### src/rtl/uart_word_loader.sv
// uart_word_loader: UART 8N1 receiver that packs little-endian bytes into words for a memory write port.
// Define LOADER_CHECKSUM_EN to build the running checksum of accepted words; otherwise checksum reads 0.
module uart_word_loader #(
  parameter int SERIAL_WCNT = 868,
  parameter int ADDR_W      = 17
) (
  input  logic              clk,
  input  logic              rst,
  input  logic              rxd,
  output logic              wr_en,
  input  logic              wr_ready,
  output logic [ADDR_W-1:0] wr_addr,
  output logic [31:0]       wr_data,
  output logic              done,
  output logic              frame_err,
  output logic              overrun,
  output logic [31:0]       checksum
);
  localparam int CW = $clog2(SERIAL_WCNT) + 1;
  localparam logic [CW-1:0] HALF = CW'(SERIAL_WCNT / 2 - 1);
  localparam logic [CW-1:0] FULL = CW'(SERIAL_WCNT - 1);
  typedef enum logic [1:0] {IDLE, START, DATA, STOP} state_t;
  state_t        r_state, w_state_nx;
  logic [1:0]    r_sync;
  logic [CW-1:0] r_cnt, w_cnt_nx;
  logic [2:0]    r_bit, w_bit_nx;
  logic [7:0]    r_shift;
  logic [1:0]    r_k;
  logic [23:0]   r_word;
  logic          w_rx_s, w_bit_tick, w_stop_tick, w_accept, w_hs, w_last, w_complete;
  assign w_rx_s = r_sync[1];
  always_comb begin
    w_state_nx  = r_state;
    w_cnt_nx    = r_cnt + 1'b1;
    w_bit_nx    = r_bit;
    w_bit_tick  = 1'b0;
    w_stop_tick = 1'b0;
    case (r_state)
      IDLE: begin
        w_cnt_nx = '0;
        if (!w_rx_s) w_state_nx = START;
      end
      START: if (r_cnt == HALF) begin
        w_cnt_nx   = '0;
        w_bit_nx   = '0;
        w_state_nx = w_rx_s ? IDLE : DATA;
      end
      DATA: if (r_cnt == FULL) begin
        w_cnt_nx   = '0;
        w_bit_tick = 1'b1;
        w_bit_nx   = r_bit + 3'd1;
        if (r_bit == 3'd7) w_state_nx = STOP;
      end
      STOP: if (r_cnt == FULL) begin
        w_cnt_nx    = '0;
        w_stop_tick = 1'b1;
        w_state_nx  = IDLE;
      end
    endcase
  end
  // A word finishing on the same edge as the final handshake is dropped: the image is complete.
  assign w_accept   = w_stop_tick && w_rx_s && !done;
  assign w_hs       = wr_en && wr_ready;
  assign w_last     = w_hs && (wr_addr == '1);
  assign w_complete = w_accept && (r_k == 2'd3) && !w_last;
  always_ff @(posedge clk) begin
    if (rst) begin
      r_sync    <= 2'b11;
      r_state   <= IDLE;
      r_cnt     <= '0;
      r_bit     <= '0;
      r_shift   <= '0;
      r_k       <= '0;
      r_word    <= '0;
      wr_en     <= 1'b0;
      wr_addr   <= '0;
      wr_data   <= '0;
      done      <= 1'b0;
      frame_err <= 1'b0;
      overrun   <= 1'b0;
    end else begin
      r_sync    <= {r_sync[0], rxd};
      r_state   <= w_state_nx;
      r_cnt     <= w_cnt_nx;
      r_bit     <= w_bit_nx;
      frame_err <= w_stop_tick && !w_rx_s;
      if (w_bit_tick) r_shift <= {w_rx_s, r_shift[7:1]};
      if (w_accept) r_k <= r_k + 2'd1;
      if (w_accept && r_k != 2'd3) r_word[{r_k, 3'b000} +: 8] <= r_shift;
      if (w_hs) wr_addr <= wr_addr + 1'b1;
      if (w_last) done <= 1'b1;
      if (w_complete && (!wr_en || w_hs)) begin
        wr_en   <= 1'b1;
        wr_data <= {r_shift, r_word};
      end else if (w_hs) begin
        wr_en <= 1'b0;
      end
      if (w_complete && wr_en && !w_hs) overrun <= 1'b1;
    end
  end
`ifdef LOADER_CHECKSUM_EN
  logic [31:0] r_sum;
  always_ff @(posedge clk) begin
    if (rst) r_sum <= '0;
    else if (w_hs) r_sum <= r_sum + wr_data;
  end
  assign checksum = r_sum;
`else
  assign checksum = 32'h0;
`endif
endmodule

### config.mk
export PLATFORM = sky130hd
export DESIGN_NAME = uart_word_loader
export DESIGN_NICKNAME = d
export VERILOG_FILES = /design/src/rtl/uart_word_loader.sv
export SDC_FILE = /design/constraint.sdc
export NUM_CORES = 1
export LEC_CHECK = 0
export ABC_AREA = 1
export ABC_CLOCK_PERIOD_IN_PS = 2300
export CAP_MARGIN = 0
export CORE_MARGIN = 2
export CORE_UTILIZATION = 63
export CTS_CLUSTER_SIZE = 8
export DETAILED_ROUTE_END_ITERATION = 10
export DONT_BUFFER_PORTS = 1
export GPL_ROUTABILITY_DRIVEN = 0
export PLACE_DENSITY = 0.86
export SYNTH_ARGS = -nofsm -noshare
export SYNTH_HDL_FRONTEND = slang
export SYNTH_SLANG_ARGS = --single-unit
### constraint.sdc
create_clock -name clk -period 2.3 [get_ports clk]
set_input_delay 0.115 -clock clk [delete_from_list [all_inputs] [get_ports clk]]
set_output_delay 0.115 -clock clk [all_outputs]
set_load 0.03 [all_outputs]
==> out/metrics.cfg <==
[cts]
h-tree-depth=3
root_buffer=clkbuf_8
cts_tree=done
cts_sinks=105
clockBufferDepth=2
post_cts_buffers=0
clkTransAtPathRegs_ns=0.10
cts-buffers-inserted=9
clk_latency_ns=0.37

[logic_synthesis]
async_flop_share_pct=0
synth_top_cell_by_area=dfxtp_1
synth_cells=665
synth_most_common_cell=nor2_1
netlist_area_um2=4698
synth_warnings=0
synthTopCellsByCount=178 x nor2_1, 116 x nand2_1, 105 x dfxtp_1, 75 x inv_1, 47 x o21ai_0
synth_top_area_share_pct=44.74
ys_ff_latch=105
yosysSeqAreaShare_pct=44.74
synth_edf_count=0
synth.distinct_cells=26
synth_area_leaders=dfxtp_1 45%, nor2_1 14%, nand2_1 9.3%
synth_ff_type=dfxtp_1
syn_area_per_cell_um2=7.065

[grt]
antenna_found_initial=0
grt_use_total_pct=21.90
grt_max_degree=68
gr-total-overflow=0
grt_pass1_vias=3525
grt_pass1_wl_um=14770

[detailed_routing]
first_pass_iters=5
antenna_left=0
wl_met1_um=3718
wl_met2_um=4138
route.detailed.drc=0
viasPerCell=4.912
vias=3846
top_layer_used=met4
route.met3.wl_um=630
drt-total-wl_um=8668
wl_per_cell_um=11.07
drt_iter0_drc=158

[sta]
slew_violations=0
period_needed_ns=1.988
hold_slack_ns=0.03943
worst_pin_slew_ns=0.5693
fmax_ghz=0.5029
max_slew_margin_pct=62.05
post-route-period-util_pct=86.45
clock_skew_ns=0.009701
grt_setup_unrepaired=false
hold_viol_final=0
finalSetupTns_ns=0
worst_slack_ns=0.3117
setup_viol=0

[critical_path]
reg2reg_to=r_word[15]
critPathSlowestCell=dfxtp_1
crit_chain=ha_1, nand2_1, nor2_1, nand4_4, nor2_8, nand3_2, inv_1, nor2_1, nor2_1
r2r-start=r_cnt[0]
startpoint_type=register
worstPathArrival_ns=2.29
worstSetupEndpointType=register
path_class=reg -> reg
critPathRequiredTime_ns=2.60
ff2ff_setup_slack_ns=0.31
cpPeakStageDelay_ns=0.41
reg2reg_depth=9
cpMostUsedCell=nor2_1
crit_fanout=9
crit_start=r_cnt[0]

[outcome]
status=completed

[final_layout]
final_area_um2=5006
antenna_cells=0
drive_gt1_share_pct=6.871
fin_cells=783
nets=694
fin_util_pct=69.02
syn_to_final_growth_pct=6.551

[floorplan]
io-pin-count=89
design.die.area_um2=8164
die_width_um=90.36
start_util_pct=64.77
core_area_um2=7253
core.rowCount=31
dieHeight_um=90.36

[placement]
port_buffers=0
dp_slack_ns=0.3490
dp_hpwl_um=6157
dpl.cell_count=765
placed_area_um2=4783

[min_path]
hold_start=wr_ready
worstHoldEndpoint=wr_en
hold_class=in -> reg
whs_path_depth=3

[power]
power.density_nw_per_um2=623.3
power_mw=3.120
ir_drop_mv=0.3863
p_leak_nw=2.271

[flow_run]
maxCapViolCount=0

-- worst max path at each step --
stage	to	slack (ns)	cells past startpoint
2_1_floorplan	wr_data[10]	0.30	10
6_report	r_word[15]	0.31	9
3_3_place_gp	wr_data[8]	0.40	11
3_5_place_dp	r_word[23]	0.35	9
4_1_cts	r_word[15]	0.30	9
5_1_grt	r_word[15]	0.06	9
-- layout make-up --
class / instances / area [µm²]
clock buffers: 9 / 123.9
multi-input cells: 465 / 2110
repair buffers: 22 / 182.7
flip-flops and latches: 105 / 2102
clock inverters: 7 / 78.83
inverters: 76 / 285.3
fillers: 635 / 2247
well taps: 99 / 123.9
-- timing repair --
action,in CTS,in global routing
hold endpoints to repair,15,0
resized for setup,0,0
hold buffers,2,0
-- flip-flops by register name, summed over array words and instances, names as in the netlist, named ones only --
name       count
r_k            2
r_shift        8
r_state        1
wr_data       32
wr_en          1
done           1
r_word        24
wr_addr       17
r_sync         2
r_cnt         11
overrun        1
r_bit          3
frame_err      1
-- cells by family after synthesis --
family,count (synthesis),synth area share (%)
flops,105,44.74
buf+inv,126,12.84
other cells,1,0.07982
compound gates,77,8.336
xor+xnor,7,1.305
simple gates,338,29.77
fa+ha+maj,11,2.929
-- critical path, delay by kind of cell (launching register included) --
| family | cells | cell delay, ns |
|---|---|---|
| fa+ha+maj | 1 | 0.24 |
| flops | 1 | 0.41 |
| buf+inv | 1 | 0.24 |
| simple gates | 7 | 1.03 |
-- layout by cell type, fill, tap and decap left out, drive strengths merged, types with 2 or more instances in the layout --
master       count
or2              3
nor2           180
clkinv           4
conb            32
buf             20
nor3            16
xor2             6
a31oi            3
nand2          116
o21ai           47
clkbuf           9
nand4            5
dfxtp          105
inv             77
a21oi           26
nand3           16
dlygate4sd3      2
ha              11
-- where the power goes --
group | internal [mW] | total (mW) | switching [mW]
Combinational | 0.0193 | 0.137 | 0.118
Sequential | 1.82 | 1.83 | 0.00500
Clock | 0.516 | 1.16 | 0.640
Total | 2.36 | 3.12 | 0.763
-- routing by layer --
layer,vias to the layer above,global-route usage (%)
met5,-,0
met4,0,10.64
met3,18,6.010
met2,116,38.53
met1,1698,24.39
li1,2014,-
(Power assumes the default switching activity.)
